--- src/rtl/activity_stats_if.sv ---
// Bundle of tracker control strobes and statistics outputs.
// ACTIVITY_PEAK_EN adds the peak-rate output.
interface activity_stats_if;
  logic        i_start;
  logic        i_stepPulse;
  logic        i_secTick;
  logic [15:0] o_totalSteps;
  logic        o_satFlag;
  logic [7:0]  o_distHalfMiles;
  logic [3:0]  o_overThreshSecs;
  logic [15:0] o_highActTime;
`ifdef ACTIVITY_PEAK_EN
  logic [7:0]  o_peakRate;

  modport master (
    output i_start, i_stepPulse, i_secTick,
    input  o_totalSteps, o_satFlag, o_distHalfMiles, o_overThreshSecs,
           o_highActTime, o_peakRate
  );
  modport slave (
    input  i_start, i_stepPulse, i_secTick,
    output o_totalSteps, o_satFlag, o_distHalfMiles, o_overThreshSecs,
           o_highActTime, o_peakRate
  );
`else
  modport master (
    output i_start, i_stepPulse, i_secTick,
    input  o_totalSteps, o_satFlag, o_distHalfMiles, o_overThreshSecs,
           o_highActTime
  );
  modport slave (
    input  i_start, i_stepPulse, i_secTick,
    output o_totalSteps, o_satFlag, o_distHalfMiles, o_overThreshSecs,
           o_highActTime
  );
`endif
endinterface

--- src/rtl/activity_stats.sv ---
// Step/second statistics: total steps, half-mile distance, early-window and
// sustained high-activity seconds. ACTIVITY_PEAK_EN adds a peak steps/second output.
//
// state | meaning
// IDLE  | tracker off, all statistics held at zero
// ARM   | counting steps, waiting for first secTick to align second windows
// RUN   | counting steps and evaluating each second on secTick
module activity_stats #(
  parameter int unsigned STEPS_PER_HALF_MILE = 1024,
  parameter int unsigned LOW_THRESH          = 32,
  parameter int unsigned EARLY_WINDOW        = 9,
  parameter int unsigned HIGH_THRESH         = 64,
  parameter int unsigned HIGH_RUN            = 60,
  parameter int unsigned COUNT_MAX           = 9999
) (
  input logic              i_clk,
  input logic              i_resetN,
  activity_stats_if.slave  io_bus
);

  localparam logic [1:0] IDLE = 2'd0;
  localparam logic [1:0] ARM  = 2'd1;
  localparam logic [1:0] RUN  = 2'd2;

  localparam int HALF_W = (STEPS_PER_HALF_MILE > 1) ? $clog2(STEPS_PER_HALF_MILE) : 1;
  localparam logic [HALF_W-1:0] HALF_LAST = HALF_W'(STEPS_PER_HALF_MILE - 1);
  localparam logic [15:0] CMAX    = 16'(COUNT_MAX);
  localparam logic [7:0]  LOW_T   = 8'(LOW_THRESH);
  localparam logic [7:0]  HIGH_T  = 8'(HIGH_THRESH);
  localparam logic [3:0]  EW      = 4'(EARLY_WINDOW);
  localparam logic [6:0]  HR      = 7'(HIGH_RUN);
  localparam logic [6:0]  HR_MAX  = 7'(HIGH_RUN + 1);

  logic [1:0]        r_state;
  logic [7:0]        r_sec_steps;
  logic [15:0]       r_total;
  logic              r_sat;
  logic [HALF_W-1:0] r_half_acc;
  logic [7:0]        r_dist;
  logic [3:0]        r_over;
  logic [3:0]        r_sec_idx;
  logic [6:0]        r_run_len;
  logic [15:0]       r_high_time;
`ifdef ACTIVITY_PEAK_EN
  logic [7:0]        r_peak;
`endif

  logic        w_step;
  logic        w_tick;
  logic [7:0]  w_eval;
  logic        w_high;
  logic [6:0]  w_run_nxt;
  logic [16:0] w_ht_add;
  logic [16:0] w_ht_sum;
  logic [15:0] w_total_nxt;

  always_comb begin
    w_step = io_bus.i_start && io_bus.i_stepPulse && ((r_state == ARM) || (r_state == RUN));
    w_tick = io_bus.i_start && io_bus.i_secTick && (r_state == RUN);
    // A pulse coincident with the tick belongs to the closing second.
    w_eval = (io_bus.i_stepPulse && (r_sec_steps != 8'hFF)) ? r_sec_steps + 8'd1 : r_sec_steps;
    w_high = (w_eval > HIGH_T);

    w_run_nxt = r_run_len;
    if (!w_high)
      w_run_nxt = '0;
    else if (r_run_len < HR_MAX)
      w_run_nxt = r_run_len + 7'd1;

    // The whole qualifying run is credited at once, then one per extra high second.
    w_ht_add = 17'd0;
    if (w_high && (w_run_nxt == HR))
      w_ht_add = 17'(HIGH_RUN);
    else if (w_high && (w_run_nxt > HR))
      w_ht_add = 17'd1;
    w_ht_sum = {1'b0, r_high_time} + w_ht_add;

    w_total_nxt = (r_total == CMAX) ? r_total : r_total + 16'd1;
  end

  always_ff @(posedge i_clk or negedge i_resetN) begin
    if (!i_resetN) begin
      r_state     <= IDLE;
      r_sec_steps <= '0;
      r_total     <= '0;
      r_sat       <= 1'b0;
      r_half_acc  <= '0;
      r_dist      <= '0;
      r_over      <= '0;
      r_sec_idx   <= '0;
      r_run_len   <= '0;
      r_high_time <= '0;
`ifdef ACTIVITY_PEAK_EN
      r_peak      <= '0;
`endif
    end else if (!io_bus.i_start) begin
      r_state     <= IDLE;
      r_sec_steps <= '0;
      r_total     <= '0;
      r_sat       <= 1'b0;
      r_half_acc  <= '0;
      r_dist      <= '0;
      r_over      <= '0;
      r_sec_idx   <= '0;
      r_run_len   <= '0;
      r_high_time <= '0;
`ifdef ACTIVITY_PEAK_EN
      r_peak      <= '0;
`endif
    end else begin
      case (r_state)
        IDLE:    r_state <= ARM;
        ARM:     if (io_bus.i_secTick) r_state <= RUN;
        RUN:     r_state <= RUN;
        default: r_state <= IDLE;
      endcase

      if (w_step) begin
        r_total <= w_total_nxt;
        if (w_total_nxt == CMAX)
          r_sat <= 1'b1;
        // Distance keeps advancing after the step count saturates.
        if (r_half_acc == HALF_LAST) begin
          r_half_acc <= '0;
          if (r_dist != 8'hFF)
            r_dist <= r_dist + 8'd1;
        end else begin
          r_half_acc <= r_half_acc + 1'b1;
        end
      end

      if (w_tick) begin
        r_sec_steps <= '0;
        if (r_sec_idx < EW) begin
          r_sec_idx <= r_sec_idx + 4'd1;
          if (w_eval > LOW_T)
            r_over <= r_over + 4'd1;
        end
        r_run_len   <= w_run_nxt;
        r_high_time <= w_ht_sum[16] ? 16'hFFFF : w_ht_sum[15:0];
`ifdef ACTIVITY_PEAK_EN
        if (w_eval > r_peak)
          r_peak <= w_eval;
`endif
      end else if (w_step && (r_state == RUN) && (r_sec_steps != 8'hFF)) begin
        r_sec_steps <= r_sec_steps + 8'd1;
      end
    end
  end

  assign io_bus.o_totalSteps     = r_total;
  assign io_bus.o_satFlag        = r_sat;
  assign io_bus.o_distHalfMiles  = r_dist;
  assign io_bus.o_overThreshSecs = r_over;
  assign io_bus.o_highActTime    = r_high_time;
`ifdef ACTIVITY_PEAK_EN
  assign io_bus.o_peakRate       = r_peak;
`endif

endmodule

--- src/flat_wrapper.sv ---
// flat-port wrapper written by rule: the top's interface ports become plain ports
module activity_stats_flat 
#(
  parameter int unsigned STEPS_PER_HALF_MILE = 1024,
  parameter int unsigned LOW_THRESH          = 32,
  parameter int unsigned EARLY_WINDOW        = 9,
  parameter int unsigned HIGH_THRESH         = 64,
  parameter int unsigned HIGH_RUN            = 60,
  parameter int unsigned COUNT_MAX           = 9999
)
  (i_clk, i_resetN, io_bus_i_start, io_bus_i_stepPulse, io_bus_i_secTick, io_bus_o_totalSteps, io_bus_o_satFlag, io_bus_o_distHalfMiles, io_bus_o_overThreshSecs, io_bus_o_highActTime);
  activity_stats_if io_bus_i ();
  input logic i_clk;
  input logic i_resetN;
  input wire logic [$bits(io_bus_i.i_start)-1:0] io_bus_i_start;
  input wire logic [$bits(io_bus_i.i_stepPulse)-1:0] io_bus_i_stepPulse;
  input wire logic [$bits(io_bus_i.i_secTick)-1:0] io_bus_i_secTick;
  output wire logic [$bits(io_bus_i.o_totalSteps)-1:0] io_bus_o_totalSteps;
  output wire logic [$bits(io_bus_i.o_satFlag)-1:0] io_bus_o_satFlag;
  output wire logic [$bits(io_bus_i.o_distHalfMiles)-1:0] io_bus_o_distHalfMiles;
  output wire logic [$bits(io_bus_i.o_overThreshSecs)-1:0] io_bus_o_overThreshSecs;
  output wire logic [$bits(io_bus_i.o_highActTime)-1:0] io_bus_o_highActTime;
  assign io_bus_i.i_start = io_bus_i_start;
  assign io_bus_i.i_stepPulse = io_bus_i_stepPulse;
  assign io_bus_i.i_secTick = io_bus_i_secTick;
  assign io_bus_o_totalSteps = io_bus_i.o_totalSteps;
  assign io_bus_o_satFlag = io_bus_i.o_satFlag;
  assign io_bus_o_distHalfMiles = io_bus_i.o_distHalfMiles;
  assign io_bus_o_overThreshSecs = io_bus_i.o_overThreshSecs;
  assign io_bus_o_highActTime = io_bus_i.o_highActTime;
  activity_stats #(.STEPS_PER_HALF_MILE(STEPS_PER_HALF_MILE), .LOW_THRESH(LOW_THRESH), .EARLY_WINDOW(EARLY_WINDOW), .HIGH_THRESH(HIGH_THRESH), .HIGH_RUN(HIGH_RUN), .COUNT_MAX(COUNT_MAX)) u_core (.i_clk(i_clk), .i_resetN(i_resetN), .io_bus(io_bus_i));
endmodule
--- config.mk ---
export PLATFORM = sky130hd
export DESIGN_NAME = activity_stats_flat
export DESIGN_NICKNAME = d
export VERILOG_FILES = /design/src/rtl/activity_stats_if.sv /design/src/rtl/activity_stats.sv /design/src/flat_wrapper.sv
export SDC_FILE = /design/constraint.sdc
export NUM_CORES = 1
export LEC_CHECK = 0
export ABC_AREA = 1
export BUFFER_PORTS_ARGS = -buffer_cell sky130_fd_sc_hd__buf_2
export CAP_MARGIN = 10
export CORE_ASPECT_RATIO = 1.5
export CORE_MARGIN = 5
export CORE_UTILIZATION = 50
export CTS_CLUSTER_SIZE = 8
export DETAILED_ROUTE_END_ITERATION = 7
export PLACE_DENSITY = 0.69
export SLEW_MARGIN = 40
export SYNTH_ARGS = -nofsm -noshare
export SYNTH_HDL_FRONTEND = slang
export SYNTH_SLANG_ARGS = --single-unit
--- constraint.sdc ---
create_clock -name i_clk -period 4.1 [get_ports i_clk]
set_input_delay 0.82 -clock i_clk [delete_from_list [all_inputs] [get_ports i_clk]]
set_output_delay 0.82 -clock i_clk [all_outputs]
set_load 0.01 [all_outputs]
-- Word level (Yosys, flattened, before mapping)
Cells that the tools add are included.
- flip-flop bits (word level): 76
- bits of input ports: 5
- output and inout port bits: 45
- logic and storage cells: 91
- add/subtract/negate cells: 8
- $lt $le $gt $ge: 5
- eq/ne operators: 17
- muxes and demuxes: 36
- reduce and logical (&&, ||, !) cells: 15
- operators by type and width (operator ; count):
    16-bit two-way mux ; 6
    8-bit two-way mux ; 8
    16-bit by 14-bit equality test with 1-bit output, second input constant ; 2
    10-bit two-way mux ; 3
    4-bit two-way mux ; 7
    7-bit two-way mux ; 4
    16-bit by 17-bit adder with 17-bit output ; 1
    17-bit two-way mux ; 1
    16-bit by 1-bit adder with 16-bit output, second input constant ; 1
    8-bit by 1-bit adder with 8-bit output, second input constant ; 2
    8-bit inequality test, second input constant ; 2
    2-bit by 1-bit inequality test with 1-bit output, second input constant ; 7
    10-bit by 1-bit adder with 10-bit output, second input constant ; 1
    10-bit equality test, second input constant ; 1
    1-bit logical AND ; 9
    4-bit by 1-bit adder with 4-bit output, second input constant ; 2
    8-bit by 6-bit greater-than comparator with 1-bit output, second input constant ; 1
    8-bit by 7-bit greater-than comparator with 1-bit output, second input constant ; 1
    7-bit by 1-bit adder with 7-bit output, second input constant ; 1
    7-bit by 6-bit equality test with 1-bit output, second input constant ; 1
    7-bit by 6-bit greater-than comparator with 1-bit output, second input constant ; 1
    7-bit by 6-bit less-than comparator with 1-bit output, second input constant ; 1
    2-bit case mux with 3 select lines ; 1
    3-bit AND reduction ; 2
    other kinds (10) ; 15

-- Depth between registers and ports, before layout
Gate-level depths: netlist of run 1.
- depth after elaboration: 13
- gate-level depth with buffers: 29
- mapped depth without buffers: 29

-- Worst setup path after synthesis of run 1
Ideal clock, no wire load.
- path kind: register to register
- start point: reg u_core.r_sec_steps[1]
- end point: reg u_core.r_high_time[4], in the netlist u_core.io_bus.o_highActTime[4]
- setup time: 0.118 ns
- arrival: 2.897 ns
- required time: 3.982 ns
- setup slack: 1.085 ns
- cell stages (with the launch flop): 25
- buffers on the path: 2
- clock period less this slack: 3.015 ns
- cells stage by stage: dfrtp_1 ha_1 nand2_2 nor2_2 nand2_2 nand2_4 inv_2 nand2_1 nand2_1 nor2_1 nand2_1 and2_1 buf_6 nand2_1 nor2_1 ha_1 ha_1 nand3_1 nand3_1 nand2_1 nand2_2 nand3_1 clkbuf_1 a21oi_1 a21o_1
- longest elaborated chain between the ends: 13
- elaborated cells on any way between the ends: 16
- classes of those cells: 2 x add/sub; 2 x order compare; 2 x eq/ne; 7 x mux; 3 x reduce/logical
- RTL lines (element ; line ; source):
    start: declaration ; activity_stats.sv:35 ; logic [7:0] r_sec_steps;
    start signal: assignment ; activity_stats.sv:146 ; r_sec_steps <= r_sec_steps + 8'd1;
    branches (longest 2 deep; another with 8-bit by 1-bit adder with 8-bit output) ; n/a ;
    8-bit two-way mux * ; activity_stats.sv:61 ; w_eval = (io_bus.i_stepPulse && (r_sec_steps != 8'hFF)) ? r_sec_steps + 8'd1 : r_sec_steps;
    8-bit by 7-bit greater-than comparator with 1-bit output * ; activity_stats.sv:62 ; w_high = (w_eval > HIGH_T);
    7-bit two-way mux ; activity_stats.sv:65 ; if (!w_high)
    7-bit by 6-bit greater-than comparator with 1-bit output ; activity_stats.sv:74 ; else if (w_high && (w_run_nxt > HR))
    1-bit logical AND ; activity_stats.sv:74 ;
    1-bit two-way mux ; activity_stats.sv:74 ;
    17-bit two-way mux * ; activity_stats.sv:72 ; if (w_high && (w_run_nxt == HR))
    16-bit by 17-bit adder with 17-bit output * ; activity_stats.sv:76 ; w_ht_sum = {1'b0, r_high_time} + w_ht_add;
    16-bit two-way mux * ; activity_stats.sv:140 ; r_high_time <= w_ht_sum[16] ? 16'hFFFF : w_ht_sum[15:0];
    16-bit two-way mux * ; activity_stats.sv:132 ; if (w_tick) begin
    16-bit two-way mux * ; activity_stats.sv:96 ; end else if (!io_bus.i_start) begin
    end signal: assignment ; activity_stats.sv:140 ;
    end: declaration ; activity_stats.sv:43 ; logic [15:0] r_high_time;
Every way passes the cells marked *. The select of a mux whose other input is x is not followed.
A chain may end at the register's enable or synchronous reset.

-- Worst setup path after layout of run 1
- start point: reg u_core.r_sec_steps[1]
- end point: reg u_core.r_high_time[15], in the netlist u_core.io_bus.o_highActTime[15]
The elaborated chain is that of the path after synthesis.

==> results of run 1 <==
layout by cell type, fill, tap and decap left out, types with 5 or more instances in the layout:
cell	instances
inv_2	6
nor3_1	19
xor2_1	16
o21ai_1	6
a21o_1	7
nand2_1	151
dfrtp_1	76
nand3_1	60
o22ai_1	16
nor2_2	9
clkbuf_16	9
nand2_2	8
inv_1	92
nand4_1	12
nor2_1	42
a21oi_1	32
buf_2	48
o21ai_0	39
ha_1	17
xnor2_1	5
metal layers:
layer  global-route usage, %  vias up  share of wire [%]
li1                        -     2245                  -
met1                    23.6     2099                 43
met2                    34.9       98                 51
met3                    4.27       20                4.4
met4                    7.62        0                2.1
met5                       0        -                  0
layout make-up:
cell class                      count  area, um2  area share, %
Sequential cell                    76       1900           34.9
Clock buffer                       12        256           4.71
Multi-Input combinational cell    466       2470           45.4
Tap cell                          112        140           2.57
Timing Repair Buffer               51        267           4.89
Clock inverter                      2       35.0          0.643
Inverter                           99        372           6.82
cells by family after synthesis:
kind of cell | count (synthesis) | synth area share [%]
XOR/XNOR | 21 | 3.83
adder cells (fa/ha/maj) | 17 | 4.43
flip-flops | 76 | 39.6
AND/OR/NAND/NOR | 318 | 30.3
AO/OA/AOI/OAI | 110 | 13.0
buffers and inverters | 109 | 8.84
registers in the layout (all words and copies together), names as in the netlist:
name	flops
u_core.r_sec_steps	8
u_core.r_sec_idx	4
u_core.io_bus.o_overThreshSecs	4
u_core.r_half_acc	10
u_core.r_run_len	7
u_core.io_bus.o_highActTime	16
u_core.io_bus.o_totalSteps	16
u_core.io_bus.o_satFlag	1
u_core.io_bus.o_distHalfMiles	8
u_core.r_state	2
path summary, 6_finish.rpt:
path,from,to,cells past startpoint
setup reg to reg,u_core.r_sec_steps[1],u_core.io_bus.o_highActTime[15],26
hold / removal,u_core.r_half_acc[9],u_core.r_half_acc[9],1
hold reg to reg,u_core.r_half_acc[9],u_core.r_half_acc[9],1
min in group asynchronous,i_resetN,u_core.io_bus.o_totalSteps[7],1
max in group asynchronous,i_resetN,u_core.r_half_acc[3],1
setup / recovery,u_core.r_sec_steps[1],u_core.io_bus.o_highActTime[15],26
where the power goes:
part	internal, mW	leakage [nW]	switching [mW]	total (mW)
clock	0.497	0.145	0.296	0.793
sequential	0.788	1.05	0.0406	0.828
combinational	0.0840	1.48	0.183	0.267
per-stage QoR:
stage / utilization, % / setup WS (ns)
2_1_floorplan: - / 1.08
3_3_place_gp: 55.3 / 0.817
3_5_place_dp: 55.4 / 0.724
4_1_cts: 58.5 / 0.669
5_1_grt: 58.5 / 0.295
6_report: 58.5 / 0.631
==> flow_summary.ini, run 1 <==
[power_and_ir_drop]
vdd_drop_max_mv = 0.245
finalPower_mw = 1.89
p_leak_nw = 2.68
power_density_mw_per_mm2 = 347

[global_routing]
grt_start_max_net_pins = 77
grt_pass1_wl_mm = 19.3
grt_use_total_pct = 19.8
antenna_found_initial = 0
grt_pass1_vias = 4297
overflow = 0

[setup_path]
end_kind = register
critPathLaunchType = register
cp.arrival_ns = 3.69
crit_path_max_fanout = 5
path_buf_inv = 4
reg2reg_slack_ns = 0.63
slowest_delay_ns = 0.40
crit_family = simple AND/OR/NAND/NOR gates
path_common_cell = nand2_1
cp.required_ns = 4.33
criticalPathCategory = register to register
critical-path-slowest-cell = dfrtp_1

[logic_synthesis]
synth.avg_cell_area_um2 = 7.37
ys_types = 42
syn-num-nets = 673
ys_seq_elements = 76
synth.most_common_cell = nand2_1
dominantRegCellSynth = dfrtp_1
synth-edff-count = 0
yosysSeqAreaShare_pct = 39.6
yosys_warnings = 0
synth_area_leaders = dfrtp_1 (40%), nand2_1 (12%), inv_1 (7.2%), nand3_1 (6.3%), ha_1 (4.4%)
syn-cell-area_mm2 = 0.00480
syn_inst = 651
async_flop_share_pct = 100
yosys.area.top_type = dfrtp_1
synth_common_cells = nand2_1 (151), inv_1 (92), dfrtp_1 (76)
yosysTopAreaCellShare_pct = 39.6

[job]
drv_cap = 0

[timing]
grt_setup_unrepaired = false
slew_violations = 0
fin_crit_sh_pct = 84.6
period_needed_ns = 3.47
tns_ns = 0
hold_viol_final = 0
finClkSkew_ns = 0.00932
worst_slew_pin_slew_ns = 0.703
timing.hold.ws_ns = 0.495
fmax_ghz = 0.288
slew-limit-headroom_pct = 53.1
finalSetupViolCount = 0

[clock_tree]
htreeDepth = 3
post_cts_resize_count = 0
clock-root-buffer = clkbuf_16
holdBufCountCts = 0
numClockSinks = 76
insertion_delay_ns = 0.34
clk_pin_slew_worst_paths_ns = 0.06
cts_buffer_depth = 2
cts_setup_buffers = 0
cts_made_buffers = 9
tritoncts = built

[place]
placement.io_buffers = 49
place.gp.congestion = 0.914
hpwl_mm = 8.09
placed_area_mm2 = 0.00515
place_inst = 804

[routing]
wl_per_cell_um = 13.7
first_iter_violations = 156
drt_wl_total_mm = 11.2
drtAntennaViolNets = 0
viasPerCell = 5.45
vias = 4462
dr.pass1.iters = 6
drc_errors = 0

[finish]
fin_nets = 725
drive_gt1_share_pct = 14.2
area_delta_synth_final_pct = 13.5
final_cell_area_mm2 = 0.00545
diodes = 0
fillers = 883
fin_cells = 818

[die]
rows = 43
die_w_um = 90.0
io_pins = 50
start_util_pct = 51.6
core_mm2 = 0.00931
die_height_um = 130
dieArea_mm2 = 0.0117

[worst_hold_path]
hold_class = register to register

[run_status]
outcome = finished clean
No activity file was read; power rests on OpenSTA's default activity.
==> run 2, diff against run 1 <==
==> constraint.sdc (replaced) <==
create_clock -name i_clk -period 3.2 [get_ports i_clk]
set_input_delay 0.64 -clock i_clk [delete_from_list [all_inputs] [get_ports i_clk]]
set_output_delay 0.64 -clock i_clk [all_outputs]
set_load 0.01 [all_outputs]
==> run 2 against run 1 <==
Net effect: core utilization is 3.5 points higher; global-route usage is 0.66 points higher; routed wire length is 2.1% higher; non-clock buffer count is 16 higher; hold slack worse by 0.20 ns; die area stayed put; critical path type unchanged; highest routed layer unchanged.
==> flow_summary.ini, run 2 (synthesis results as in run 1) <==
[place]
hpwl_mm = 8.15
placed_area_mm2 = 0.00521
placement.io_buffers = 49
place_inst = 811
place.gp.congestion = 0.904

[clock_tree]
clock-root-buffer = clkbuf_16
cts_made_buffers = 9
numClockSinks = 76
tritoncts = built
insertion_delay_ns = 0.34
holdBufCountCts = 0
htreeDepth = 3
clk_pin_slew_worst_paths_ns = 0.06
cts_buffer_depth = 2

[global_routing]
grt_use_total_pct = 20.4
grt_pass1_wl_mm = 20.0
antenna_found_initial = 0
grt_start_max_net_pins = 77
grt_pass1_vias = 4543
overflow = 0

[setup_path]
crit_family = simple AND/OR/NAND/NOR gates
slowest_delay_ns = 0.36
cp.arrival_ns = 3.41
end_kind = register
criticalPathCategory = register to register
critical-path-slowest-cell = dfrtp_1
cp.required_ns = 3.48
path_buf_inv = 3
crit_path_max_fanout = 4
critPathLaunchType = register

[timing]
period_needed_ns = 3.13
finClkSkew_ns = 0.0100
timing.hold.ws_ns = 0.296
finalSetupViolCount = 0
slew-limit-headroom_pct = 52.9
slew_violations = 0
worst_slew_pin_slew_ns = 0.706
grt_setup_unrepaired = true
fmax_ghz = 0.319
fin_crit_sh_pct = 97.9
hold_viol_final = 0

[worst_hold_path]
hold_class = input port to asynchronous set/reset pin

[routing]
drc_errors = 0
first_iter_violations = 180
drtAntennaViolNets = 0
viasPerCell = 5.40
drt_wl_total_mm = 11.5
wl_per_cell_um = 13.7
dr.pass1.iters = 4
vias = 4515

[finish]
final_cell_mix = nand2_1 (145), inv_1 (88), dfrtp_1 (76)
layout_commonest_cell = nand2_1
area_delta_synth_final_pct = 20.3
diodes = 0
fin_cells = 836
final_cell_area_mm2 = 0.00577
fin_nets = 741
drive_gt1_share_pct = 20.4

[die]
die_w_um = 90.0
dieArea_mm2 = 0.0117
io_pins = 50
die_height_um = 130
start_util_pct = 51.6
rows = 43
core_mm2 = 0.00931

[power_and_ir_drop]
power_density_mw_per_mm2 = 438
vdd_drop_max_mv = 0.372
p_sw_share_pct = 27.0
intPower_mw = 1.85
comb_power_share_pct = 13.9
p_seq_share_pct = 41.8
switchingPower_mw = 0.684
p_leak_nw = 2.78
clock_power_share_pct = 44.4

[run_status]
outcome = finished clean

[job]
drv_cap = 0
-- run 2: metrics by stage --
| stage | TNS, ns | utilization (%) | worst slack, ns | power (mW) |
|---|---|---|---|---|
| 3_5_place_dp | -0.100 | 55.9 | -0.0632 | 1.43 |
| 5_1_grt | -2.54 | 62.0 | -0.227 | 2.66 |
| 3_3_place_gp | 0 | 55.9 | 0.0102 | 1.41 |
| 6_report | 0 | 62.0 | 0.0669 | 2.53 |
| 4_1_cts | 0 | 59.8 | 0.00896 | 2.56 |
| 2_1_floorplan | 0 | - | 0.185 | 1.30 |
-- run 2: cell type report --
type | count | area, um2
Clock buffer | 13 | 260
Clock inverter | 3 | 68.8
Fill cell | 832 | 3530
Inverter | 99 | 377
Multi-Input combinational cell | 466 | 2630
Sequential cell | 76 | 1900
Tap cell | 112 | 140
Timing Repair Buffer | 67 | 394
-- run 2: path summary, 6_finish.rpt --
check / to / cells after the start / slack [ns] / startpoint
max: u_core.io_bus.o_highActTime[9] / 26 / 0.07 / u_core.r_sec_steps[1]
min in group i_clk: u_core.r_sec_idx[3] / 1 / 0.50 / u_core.r_sec_idx[3]
min: u_core.io_bus.o_totalSteps[9] / 1 / 0.30 / i_resetN
max in group asynchronous: u_core.io_bus.o_highActTime[0] / 1 / 2.38 / i_resetN
max reg2reg: u_core.io_bus.o_highActTime[9] / 26 / 0.07 / u_core.r_sec_steps[1]
min reg2reg: u_core.r_sec_idx[3] / 1 / 0.50 / u_core.r_sec_idx[3]
-- run 2: per-layer routing --
metal	GRT usage, %	routed length (um)	up-vias
met5	0	0	-
met4	8.06	204	0
met3	3.86	355	18
met2	37.8	6160	61
met1	23.1	4770	2167
li1	-	-	2269
-- run 2: power by group through the flow --
stage	registers, mW	clock network [mW]	logic, mW
final	1.06	1.12	0.352
after global routing	1.06	1.19	0.411
after CTS	1.06	1.15	0.355
after detailed placement	1.07	0	0.352
after global placement	1.07	0	0.339
after floorplan	1.07	0	0.232
-- run 2: repair_timing --
action / 4_1_cts / 5_1_grt
gates resized for setup: 4 / 48
setup endpoints to repair: 6 / 16
buffers inserted: 2 / 7
pin swaps: 0 / 19
